$ cat src/rtl/bus_timer_if.sv
// CPU-side register bus for bus_timer: word-select, write strobe with byte enables,
// combinational read data and the interrupt request.
interface bus_timer_if;
   logic [1:0]  addr;
   logic        we;
   logic [3:0]  be;
   logic [31:0] wdata;
   logic [31:0] rdata;
   logic        irq;

   modport master (output addr, we, be, wdata, input rdata, irq);
   modport slave  (input addr, we, be, wdata, output rdata, irq);
endinterface

$ cat src/rtl/bus_timer.sv
// Memory-mapped down-counter with one-shot / auto-reload modes and a maskable interrupt.
// Optional macro BUS_TIMER_BE_EN: honour byte enables on writes (otherwise full-word writes).
module bus_timer (
   input  logic   clk,
   input  logic   reset,
   bus_timer_if.slave bus
);

   typedef enum logic [1:0] {IDLE, LOAD, CNT, INT} state_e;

   localparam logic [1:0] ADDR_CTRL   = 2'd0;
   localparam logic [1:0] ADDR_PRESET = 2'd1;
   localparam logic [1:0] ADDR_COUNT  = 2'd2;
   localparam logic [1:0] MODE_RELOAD = 2'b01;

   state_e      state_q, state_d;
   logic [3:0]  ctrl_q, ctrl_d;       // {IM, MODE[1:0], EN}
   logic [31:0] preset_q, preset_d;
   logic [31:0] count_q, count_d;
   logic        irq_flag_q, irq_flag_d;

   logic [31:0] wmask;
   logic        ctrl_wr;
   logic        preset_wr;
   logic        en;
   logic [1:0]  mode;

`ifdef BUS_TIMER_BE_EN
   assign wmask = {{8{bus.be[3]}}, {8{bus.be[2]}}, {8{bus.be[1]}}, {8{bus.be[0]}}};
`else
   assign wmask = 32'hFFFF_FFFF;
`endif

   assign ctrl_wr   = bus.we && (bus.addr == ADDR_CTRL);
   assign preset_wr = bus.we && (bus.addr == ADDR_PRESET);
   assign en        = ctrl_q[0];
   assign mode      = ctrl_q[2:1];

   always_comb begin
      ctrl_d     = ctrl_q;
      preset_d   = preset_q;
      count_d    = count_q;
      state_d    = state_q;
      irq_flag_d = irq_flag_q;

      if (ctrl_wr) begin
         ctrl_d = (ctrl_q & ~wmask[3:0]) | (bus.wdata[3:0] & wmask[3:0]);
      end
      if (preset_wr) begin
         preset_d = (preset_q & ~wmask) | (bus.wdata & wmask);
      end

      // Auto-reload gives a one-cycle pulse; one-shot holds until the CPU touches CTRL.
      if (mode == MODE_RELOAD) begin
         irq_flag_d = 1'b0;
      end else if (ctrl_wr) begin
         irq_flag_d = 1'b0;
      end

      case (state_q)
         IDLE: begin
            if (en) state_d = LOAD;
         end
         LOAD: begin
            count_d = preset_q;
            state_d = CNT;
         end
         CNT: begin
            if (!en) begin
               state_d = IDLE;
            end else if (count_q > 32'd1) begin
               count_d = count_q - 32'd1;
            end else begin
               count_d = 32'd0;
               state_d = INT;
            end
         end
         INT: begin
            irq_flag_d = 1'b1;
            if (mode == MODE_RELOAD) begin
               state_d = LOAD;
            end else begin
               state_d = IDLE;
               // A same-cycle CPU write to CTRL takes precedence over the EN clear.
               if (!ctrl_wr) ctrl_d[0] = 1'b0;
            end
         end
         default: state_d = IDLE;
      endcase
   end

   always_ff @(posedge clk) begin
      if (!reset) begin
         state_q    <= IDLE;
         ctrl_q     <= 4'd0;
         preset_q   <= 32'd0;
         count_q    <= 32'd0;
         irq_flag_q <= 1'b0;
      end else begin
         state_q    <= state_d;
         ctrl_q     <= ctrl_d;
         preset_q   <= preset_d;
         count_q    <= count_d;
         irq_flag_q <= irq_flag_d;
      end
   end

   always_comb begin
      bus.rdata = 32'd0;
      case (bus.addr)
         ADDR_CTRL:   bus.rdata = {28'd0, ctrl_q};
         ADDR_PRESET: bus.rdata = preset_q;
         ADDR_COUNT:  bus.rdata = count_q;
         default:     bus.rdata = 32'd0;
      endcase
   end

   assign bus.irq = irq_flag_q & ctrl_q[3];

endmodule

$ cat src/flat_wrapper.sv
// flat-port wrapper written by rule: the top's interface ports become plain ports
module bus_timer_flat 
  (clk, reset, bus_addr, bus_we, bus_be, bus_wdata, bus_rdata, bus_irq);
  bus_timer_if bus_i ();
  input  logic clk;
  input  logic reset;
  input wire logic [$bits(bus_i.addr)-1:0] bus_addr;
  input wire logic [$bits(bus_i.we)-1:0] bus_we;
  input wire logic [$bits(bus_i.be)-1:0] bus_be;
  input wire logic [$bits(bus_i.wdata)-1:0] bus_wdata;
  output wire logic [$bits(bus_i.rdata)-1:0] bus_rdata;
  output wire logic [$bits(bus_i.irq)-1:0] bus_irq;
  assign bus_i.addr = bus_addr;
  assign bus_i.we = bus_we;
  assign bus_i.be = bus_be;
  assign bus_i.wdata = bus_wdata;
  assign bus_rdata = bus_i.rdata;
  assign bus_irq = bus_i.irq;
  bus_timer u_core (.clk(clk), .reset(reset), .bus(bus_i));
endmodule
$ cat config.mk
export PLATFORM = sky130hd
export DESIGN_NAME = bus_timer_flat
export DESIGN_NICKNAME = d
export VERILOG_FILES = /design/src/rtl/bus_timer_if.sv /design/src/rtl/bus_timer.sv /design/src/flat_wrapper.sv
export SDC_FILE = /design/constraint.sdc
export NUM_CORES = 1
export LEC_CHECK = 0
export ABC_AREA = 1
export CAP_MARGIN = 20
export CORE_MARGIN = 5
export CORE_UTILIZATION = 45
export CTS_BUF_LIST = sky130_fd_sc_hd__clkbuf_4 sky130_fd_sc_hd__clkbuf_8
export CTS_CLUSTER_DIAMETER = 80
export DETAILED_ROUTE_END_ITERATION = 8
export PLACE_DENSITY = 0.75
export SETUP_SLACK_MARGIN = 0.05
export SKIP_CTS_REPAIR_TIMING = 1
export SYNTH_ARGS = -nofsm -noshare
export SYNTH_HDL_FRONTEND = slang
export SYNTH_SLANG_ARGS = --single-unit
$ cat constraint.sdc
create_clock -name clk -period 4.3 [get_ports clk]
set_input_delay 1.075 -clock clk [delete_from_list [all_inputs] [get_ports clk]]
set_output_delay 1.075 -clock clk [all_outputs]
set_load 0.005 [all_outputs]
### Word level (Yosys, flattened, before mapping)

Index checks and enable logic that the tools add are counted.
W data, S select, Z words.

* $add $sub $neg: 1
* magnitude comparators: 1
* eq/ne operators: 9
* multiplexer cells: 16
* bitwise operators: 1
* reduce and logical (&&, ||, !) cells: 8

Operator list (count)
* $pmux W32 S3: 1
* $mux W32: 2
* $pmux W32 S2: 1
* $gt A32 B1 Y1 const B: 1
* $sub A32 B1 Y32 const B: 1
* $mux W1: 8
* $pmux W2 S4: 1
* $eq A2 B1 Y1 const B: 3
* $eq A2 B2 Y1 const B: 3
* $mux W2: 3
* $logic_not A2 Y1: 2
* $ne A2 B1 Y1 const B: 2
* $reduce_and A2 Y1: 2
* $ne A3 B3 Y1 const B: 1
* $reduce_bool A3 Y1: 1
* $logic_and A1 B1 Y1: 2
* $reduce_bool A2 Y1: 1
* $and A1 B1 Y1: 1

* register bits after elaboration: 71
* logic and storage cells: 42

### Depth between registers and ports, before layout

Gate-level depths: netlist of the first run.

* word-level depth: 6
* depth in mapped cells: 12
* mapped depth without buffers: 12

### Worst setup path before layout of the first run

Ideal clock, no wire load.

* path type: input to output
* from: input bus_addr[0]
* to: output bus_rdata[6]
* arrival: 1.825 ns
* data required time: 3.225 ns
* slack: 1.400 ns
* stages on the path: 5
* cells stage by stage: inv_1 nor2_1 inv_1 clkbuf_1 o21ai_0

* longest elaborated chain between the ends: 2
* elaborated cells on any way between the ends: 4
* classes of those cells: 2 x eq/ne; 1 x mux; 1 x reduce/logical

Ends and longest elaborated chain
* start, declared: line flat_wrapper.sv:7 `input wire logic [$bits(bus_i.addr)-1:0] bus_addr;`
* $eq A2 B2 Y1 (tied with other cells): line bus_timer.sv:110 `case (bus.addr)`
* $pmux W32 S3 *: line bus_timer.sv:110
* end, declared: line flat_wrapper.sv:11 `output wire logic [$bits(bus_i.rdata)-1:0] bus_rdata;`

Mark *: on every way between the ends. The rest lies on a longest branch, timed or not.

### Worst setup path in the final report of the first run

* from: input bus_addr[0]
* to: output bus_rdata[21]

Same word-level chain as after synthesis.

==> results of run 1 <==
==> worst max-delay path, stage by stage <==
cell and delay [ns]:
clkdlybuf4s50_1 0.47, inv_1 0.06, nor2_1 0.13, inv_1 0.05, buf_4 0.24, o22ai_1 0.24, clkdlybuf4s50_1 0.56
==> routing by layer <==
metal  vias to the layer above  global-route usage [%]  routed length (um)
li1                       2221                       -                   -
met1                      1988                   23.93                4882
met2                       141                   35.70                5489
met3                        30                   4.797                 682
met4                         0                   8.511                 284
met5                         -                       0                   0
==> worst max-delay path by stage <==
stage	from	cells after the start	end	slack (ns)
floorplan	bus_addr[0]	5	bus_rdata[6]	1.40
global placement	bus_addr[0]	7	bus_rdata[21]	0.42
detailed placement	bus_addr[0]	7	bus_rdata[21]	0.40
CTS	bus_addr[0]	7	bus_rdata[21]	0.40
global route	bus_addr[0]	7	bus_rdata[21]	0.28
finish	bus_addr[0]	7	bus_rdata[21]	0.37
==> flip-flops by register name, indices dropped and copies added (netlist names) <==
register,flops
u_core.count_q,32
u_core.ctrl_q,4
u_core.irq_flag_q,1
u_core.preset_q,32
u_core.state_q,2
==> metrics by stage <==
| step | total power [mW] | setup slack [ns] | hold WS, ns | cells |
|---|---|---|---|---|
| 4_1_cts | 1.642 | 0.4004 | 0.4732 | 824 |
| 2_1_floorplan | 1.003 | 1.400 | 0.4373 | 653 |
| 6_report | 1.632 | 0.3725 | 0.4705 | 824 |
| 3_5_place_dp | 1.128 | 0.4028 | 0.4627 | 810 |
| 5_1_grt | 1.722 | 0.2807 | 0.4869 | 824 |
| 3_3_place_gp | 1.119 | 0.4216 | 0.4520 | 810 |
==> power by group <==
part           internal (mW)  switching (mW)
clock                  0.273           0.242
sequential             0.683          0.0197
combinational          0.157           0.257
total                   1.11           0.519
==> cell families (layout without fill, tap and decap cells) <==
kind of cell | Yosys count | count (layout) | share of synthesized area (%)
and+or+nand+nor | 285 | 285 | 29.28
AOI/OAI and AO/OA | 168 | 168 | 21.75
buffers and inverters | 110 | 170 | 10.57
DFF | 71 | 71 | 34.22
xor gates and xnor gates | 17 | 17 | 3.584
adders and majority gates | 2 | 2 | 0.6023
==> cell usage in the layout (no fill, tap or decap), drive strengths merged <==
cell type and n:
a211oi 1, a21oi 67, buf 7, clkbuf 14
clkdlybuf4s50 69, clkinv 1, dfxtp 71, ha 2
inv 79, nand2 184, nand3 24, nand4 5
nor2 72, o21ai 69, o221ai 4, o22ai 27
xnor2 1, xor2 16
==> layout make-up <==
cell class                      instances  share of cell area (%)
Clock buffer                           14                   3.665
Inverter                               80                   5.904
Multi-Input combinational cell        472                   45.14
Sequential cell                        71                   27.95
Tap cell                              111                   2.731
Timing Repair Buffer                   76                   14.61
==> flow_summary.ini, run 1 <==
[outcome]
status = complete, no violations

[logic_synthesis]
yosys.area.top_type = dfxtp_1
ys_seq_elements = 71
synth.avg_cell_area_um2 = 6.361
ys_async_sr_fraction_pct = 0
yosys-top-cells-count = nand2_1, inv_1, dfxtp_1
synth_nets = 696
yosys_warnings = 0
synth.distinct_cells = 27
synthTopCellsByArea = dfxtp_1, nand2_1, a21oi_1, inv_1, o21ai_0
synth_top_area_share_pct = 34.22
synth_flop_cell = dfxtp_1
synth_seq_area_share_pct = 34.22
synthMostInstantiatedCell = nand2_1
synth_enable_flop_cells = 0
synthCells = 653
synth_area_um2 = 4154

[cts]
cts-root-buf = clkbuf_8
clock_path_buffers = 2
cts.sinks = 71
tritoncts = built
clk_pin_slew_ns = 0.07
cts_max_level = 3
cts_buffers = 9
clkLatencyLatePin_ns = 0.34

[die]
die_area_um2 = 11250
fp.dieW_um = 106.1
core.rowCount = 35
io_pins = 74
die_y_um = 106.1
coreArea_um2 = 9109
start_util_pct = 45.60

[min_path]
hp-start = u_core.preset_q[28]$_SDFFE_PN0P_
min_path_type = register to register
min_to = u_core.preset_q[28]$_SDFFE_PN0P_
whs_path_depth = 2

[timing]
fmax_mhz = 254.6
relSlewSlack_pct = 32.40
hold_viol = 0
final.period_utilization_pct = 91.34
rsz0062_at_grt = no
fin_worst_skew_ns = 0.008388
finalSetupTns_ns = 0
setup_viol = 0
fin_crit_ns = 3.928
tightest_slew_ns = 1.013
maxSlewViolCount = 0

[setup_path]
path_max_fanout = 30
crit_arrival_ns = 2.85
crit_path_start_kind = primary input
endpoint_kind = primary output
worstRegToRegCells = 10
crit_required_ns = 3.22
rr_endpoint = u_core.count_q[23]$_SDFFE_PN0P_
rr_startpoint = u_core.state_q[0]$_SDFFE_PN0P_
r2r_slack_ns = 1.73
critPathKind = primary input to primary output

[drt]
drt-wirelength-per-cell_um = 13.76
drc = 0
viasPerCell = 5.316
num_vias = 4380
routed_wl_um = 11340
antenna_left = 0
first_pass_iters = 5
first_iter_violations = 279

[power_and_ir_drop]
vdd.ir_drop.worst_mv = 0.1518
leakagePower_nw = 2.114
power_density_nw_per_um2 = 320.9

[grt]
antenna_found_initial = 0
grt_pass1_vias = 4277
grt_usage_pct = 20.43
grt_pass1_wl_um = 19080
grt_overflow_total = 0
grt_max_degree = 63

[placement]
portBuffers = 69
place_congestion = 0.8929
dp_hpwl_um = 7917
placed_cell_area_um2 = 4900

[layout]
diodes = 0
utilization_pct = 55.84
drive_gt1_share_pct = 6.171
post-route-cell-area_um2 = 5086
multi_input_area_um2 = 2296
finalNetCount = 753
fillers = 902
sequential_cell_area_um2 = 1421
area_growth_pct = 22.44

[run]
maxCapViolations = 0
(Power assumes the default switching activity.)
==> inputs of run 2 (changes only) <==
--- a/config.mk
+++ b/config.mk
@@ -7,12 +7,13 @@
 export LEC_CHECK = 0
 export ABC_AREA = 1
 export CAP_MARGIN = 20
+export CORE_ASPECT_RATIO = 1.2
 export CORE_MARGIN = 5
 export CORE_UTILIZATION = 45
 export CTS_BUF_LIST = sky130_fd_sc_hd__clkbuf_4 sky130_fd_sc_hd__clkbuf_8
 export CTS_CLUSTER_DIAMETER = 80
 export DETAILED_ROUTE_END_ITERATION = 8
-export PLACE_DENSITY = 0.75
+export PLACE_DENSITY = 0.78
 export SETUP_SLACK_MARGIN = 0.05
 export SKIP_CTS_REPAIR_TIMING = 1
 export SYNTH_ARGS = -nofsm -noshare
==> constraint.sdc (replaced) <==
create_clock -name clk -period 3.6 [get_ports clk]
set_input_delay 0.9 -clock clk [delete_from_list [all_inputs] [get_ports clk]]
set_output_delay 0.9 -clock clk [all_outputs]
set_load 0.005 [all_outputs]
==> run 2 against run 1 <==
- combinational power rose by 23%
- clock power rose by 74%
- global-route usage rose by 2.0 points
- count of clock-buffer cells in the layout fell by 3
- final cell count rose by 1.7%
- critical path depth did not move
- clock skew barely moved
- via count rose by 1.1%
- sequential power rose by 19%
- first-iteration DRC count rose by 0.72%
- largest power group is now the clock network
==> flow_summary.ini, run 2 (synthesized netlist as in run 1, its figures left out) <==
[setup_path]
rr_startpoint = u_core.count_q[0]$_SDFFE_PN0P_
cp_top_family = buffers and inverters
r2r_slack_ns = 1.50
endpoint_kind = primary output
cp_num_buf_inv = 5
path_max_fanout = 12
crit_required_ns = 2.70
crit_arrival_ns = 2.57
rr_endpoint = u_core.count_q[6]$_SDFFE_PN0P_
critPathKind = primary input to primary output
crit_path_start_kind = primary input
worstRegToRegCells = 9
cp_slowest_stage_delay_ns = 0.53
cp_slowest_cell = clkdlybuf4s50_1
worstPathCellList = clkdlybuf4s50_1 > inv_1 > nor2_1 > inv_1 > buf_4 > o22ai_1 > clkdlybuf4s50_1

[timing]
final.period_utilization_pct = 96.31
tightest_slew_ns = 0.5835
setup_viol = 0
fin_worst_skew_ns = 0.008728
maxSlewViolCount = 0
fmax_mhz = 288.4
fin_crit_ns = 3.467
layout_setup_ws_ns = 0.1327
hold_viol = 0
finalSetupTns_ns = 0
holdWs_ns = 0.4645
rsz0062_at_grt = no
relSlewSlack_pct = 60.98

[layout]
area_growth_pct = 26.36
drive_gt1_share_pct = 6.964
finalNetCount = 756
largestRegisters = u_core.count_q (32), u_core.preset_q (32), u_core.ctrl_q (4)
final_common_cell = nand2_1
final_cell_mix = nand2_1, inv_1, dfxtp_1
diodes = 0

[power_and_ir_drop]
vdd.ir_drop.worst_mv = 0.2342
leakagePower_nw = 2.213
finalPower_mw = 2.244
power_density_nw_per_um2 = 427.6

[drt]
viasPerCell = 5.285
drt-wirelength-per-cell_um = 14.72
drc = 0
routed_wl_um = 12330
first_pass_iters = 5
first_iter_violations = 281
antenna_left = 0
num_vias = 4429

[cts]
cts_max_level = 3
clk_pin_slew_ns = 0.08
cts-root-buf = clkbuf_8
cts.sinks = 71
clock_path_buffers = 2
clkLatencyLatePin_ns = 0.36
tritoncts = built
cts_buffers = 9

[grt]
grt_usage_pct = 22.38
grt_pass1_wl_um = 20690
antenna_found_initial = 0
grt_overflow_total = 0
grt_pass1_vias = 4518
grt_max_degree = 41

[placement]
dp_hpwl_um = 8762
place_ws_ns = 0.1348
portBuffers = 69
place_congestion = 0.8894

[min_path]
min_path_type = register to register
whs_path_depth = 2
min_to = u_core.ctrl_q[0]$_SDFF_PN0_
hp-start = u_core.ctrl_q[0]$_SDFF_PN0_

[die]
fp.dieW_um = 97.71
die_y_um = 115.3
coreArea_um2 = 9034
start_util_pct = 45.98
io_pins = 74
core.rowCount = 38
die_area_um2 = 11260

[outcome]
status = complete, no violations

[run]
maxCapViolations = 0
## run 2: report_power, final
group          internal (mW)  total [mW]  switching [mW]  leakage [nW]
logic                  0.192       0.509           0.317          1.50
registers              0.815       0.839          0.0239         0.577
clock network          0.568       0.896           0.328         0.136
total                   1.58        2.24           0.669          2.21
## run 2: layer usage
layer | vias up | routed length [um] | GRT usage, %
li1 | 2226 | - | -
met1 | 2048 | 5054 | 25.29
met2 | 131 | 6380 | 41.88
met3 | 24 | 570 | 3.155
met4 | 0 | 327 | 9.880
met5 | - | 0 | 0
## run 2: how the worst max path moves through the flow
stage	from	slack [ns]	cells past startpoint	endpoint
6_report	bus_addr[0]	0.13	7	bus_rdata[26]
2_1_floorplan	bus_addr[0]	1.05	5	bus_rdata[6]
3_3_place_gp	bus_addr[0]	0.16	7	bus_rdata[6]
5_1_grt	bus_addr[0]	0.05	7	bus_rdata[27]
3_5_place_dp	bus_addr[0]	0.13	7	bus_rdata[26]
4_1_cts	bus_addr[0]	0.12	7	bus_rdata[6]
## run 2: worst min-delay path, cell delays in order, from the launching register on
cell	delay [ns]
dfxtp_1	0.32
nand2_1	0.06
a21oi_1	0.05
## run 2: area by class of cell
cell class | instances | area (um^2)
sequential | 71 | 1421
timing repair buffer | 79 | 795.8
clock inverter | 5 | 127.6
tap | 120 | 150.1
fill | 879 | 3785
clock buffer | 11 | 151.4
inverter | 80 | 300.3
multi-input combinational | 472 | 2302
## run 2: metrics by stage
stage / instance area [um^2] / std cells / utilization [%]
detailed placement: 4959 / 822 / 54.89
floorplan: 4154 / 653 / -
finish: 5249 / 838 / 58.10
CTS: 5238 / 838 / 57.98
global placement: 4959 / 822 / 54.89
global route: 5249 / 838 / 58.10
==> inputs of run 3 (changes only) <==
--- a/config.mk
+++ b/config.mk
@@ -13,7 +13,9 @@
 export CTS_BUF_LIST = sky130_fd_sc_hd__clkbuf_4 sky130_fd_sc_hd__clkbuf_8
 export CTS_CLUSTER_DIAMETER = 80
 export DETAILED_ROUTE_END_ITERATION = 8
-export PLACE_DENSITY = 0.78
+export DONT_BUFFER_PORTS = 1
+export PLACE_DENSITY = 0.67
+export REMOVE_ABC_BUFFERS = 1
 export SETUP_SLACK_MARGIN = 0.05
 export SKIP_CTS_REPAIR_TIMING = 1
 export SYNTH_ARGS = -nofsm -noshare
==> run 3 against run 2 <==
- sequential cell count is the same
- sequential share of layout area grew 5.2 points
- core utilization shrank 9.4 points
- largest cell class unchanged
==> flow_summary.ini, run 3 (synthesized netlist as in run 1, its figures left out) <==
[outcome]
status = complete, no violations

[placement]
placed_cell_area_um2 = 4235
place_ws_ns = 0.8639
numPlacedInstances = 752
portBuffers = 0
place_congestion = 0.9045
dp_hpwl_um = 8034

[layout]
drive_gt1_share_pct = 7.407
largestRegisters = u_core.count_q (32), u_core.preset_q (32), u_core.ctrl_q (4)
sequential_cell_area_um2 = 1421
finalNetCount = 686
final_common_cell = nand2_1
final_cell_mix = nand2_1, inv_1, dfxtp_1
stdcell_count = 768
utilization_pct = 48.70
post-route-cell-area_um2 = 4399
fillers = 982
diodes = 0
multi_input_area_um2 = 2296
area_growth_pct = 5.904

[drt]
antenna_left = 0
drt-wirelength-per-cell_um = 14.70
routed_wl_um = 11290
num_vias = 4021
first_iter_violations = 241
first_pass_iters = 5
viasPerCell = 5.236
drc = 0

[grt]
grt_overflow_total = 0
grt_usage_pct = 20.55
grt_max_degree = 63
grt_pass1_vias = 3944
grt_pass1_wl_um = 18710
antenna_found_initial = 0

[min_path]
min_path_type = register to register

[cts]
clock_path_buffers = 2
cts_max_level = 3
clk_pin_slew_ns = 0.07
cts.sinks = 71
tritoncts = built
cts-root-buf = clkbuf_8
clkLatencyLatePin_ns = 0.36
cts_buffers = 9

[power_and_ir_drop]
leakagePower_nw = 1.855
power_density_nw_per_um2 = 418.0
finalPower_mw = 1.839
vdd.ir_drop.worst_mv = 0.2413

[die]
start_util_pct = 45.98
fp.dieW_um = 97.71
die_area_um2 = 11260
die_y_um = 115.3
io_pins = 74
coreArea_um2 = 9034
core.rowCount = 38

[setup_path]
cp_slowest_cell = nor2_1
crit_path_start_kind = primary input
path_max_fanout = 14
cp_slowest_stage_delay_ns = 0.30
cp_num_buf_inv = 3
crit_required_ns = 2.70
critPathKind = primary input to primary output
cp_top_family = buffers and inverters
crit_arrival_ns = 1.81
worstPathCellList = inv_1 > nor2_1 > inv_1 > buf_4 > o22ai_1
crit_path_frequent_cell = inv_1
r2r_slack_ns = 1.54
endpoint_kind = primary output

[timing]
maxSlewViolCount = 0
relSlewSlack_pct = 31.62
rsz0062_at_grt = no
setup_viol = 0
layout_setup_ws_ns = 0.8865
fin_crit_ns = 2.713
fmax_mhz = 368.5
holdWs_ns = 0.4688
tightest_slew_ns = 1.022
finalSetupTns_ns = 0
hold_viol = 0
fin_worst_skew_ns = 0.005973
final.period_utilization_pct = 75.37

[run]
maxCapViolations = 0
-- run 3: final timing paths --
path | from | end | cells past startpoint
worst max register to register | u_core.count_q[0]$_SDFFE_PN0P_ | u_core.count_q[1]$_SDFFE_PN0P_ | 9
worst min-delay path | u_core.preset_q[8]$_SDFFE_PN0P_ | u_core.preset_q[8]$_SDFFE_PN0P_ | 2
worst max-delay path | bus_addr[0] | bus_rdata[24] | 5
worst min register to register | u_core.preset_q[8]$_SDFFE_PN0P_ | u_core.preset_q[8]$_SDFFE_PN0P_ | 2
-- run 3: final cells by class --
class	count	area share [%]
multi-input cells	472	52.19
flip-flops and latches	71	32.31
inverters	80	6.826
well taps	120	3.413
repair buffers	9	1.536
clock buffers	9	2.816
clock inverters	7	0.9101
-- run 3: report_power, final --
part,internal (mW),switching (mW)
registers,0.816,0.0228
logic,0.143,0.298
clock network,0.243,0.317
total,1.20,0.638
-- run 3: routing by layer --
layer / routed length (um) / global-route usage (%)
met3: 652 / 3.641
met2: 5606 / 36.08
met4: 248 / 8.957
met5: 0 / 0
met1: 4783 / 24.74
-- run 3: worst reg2reg max path, delay by kind of cell (launching register included) --
| kind | cells | cell delay, ns |
|---|---|---|
| AOI/OAI and AO/OA | 3 | 0.68 |
| and+or+nand+nor | 4 | 0.49 |
| DFF | 1 | 0.34 |
| adders and majority gates | 1 | 0.29 |
| buffers and inverters | 1 | 0.14 |
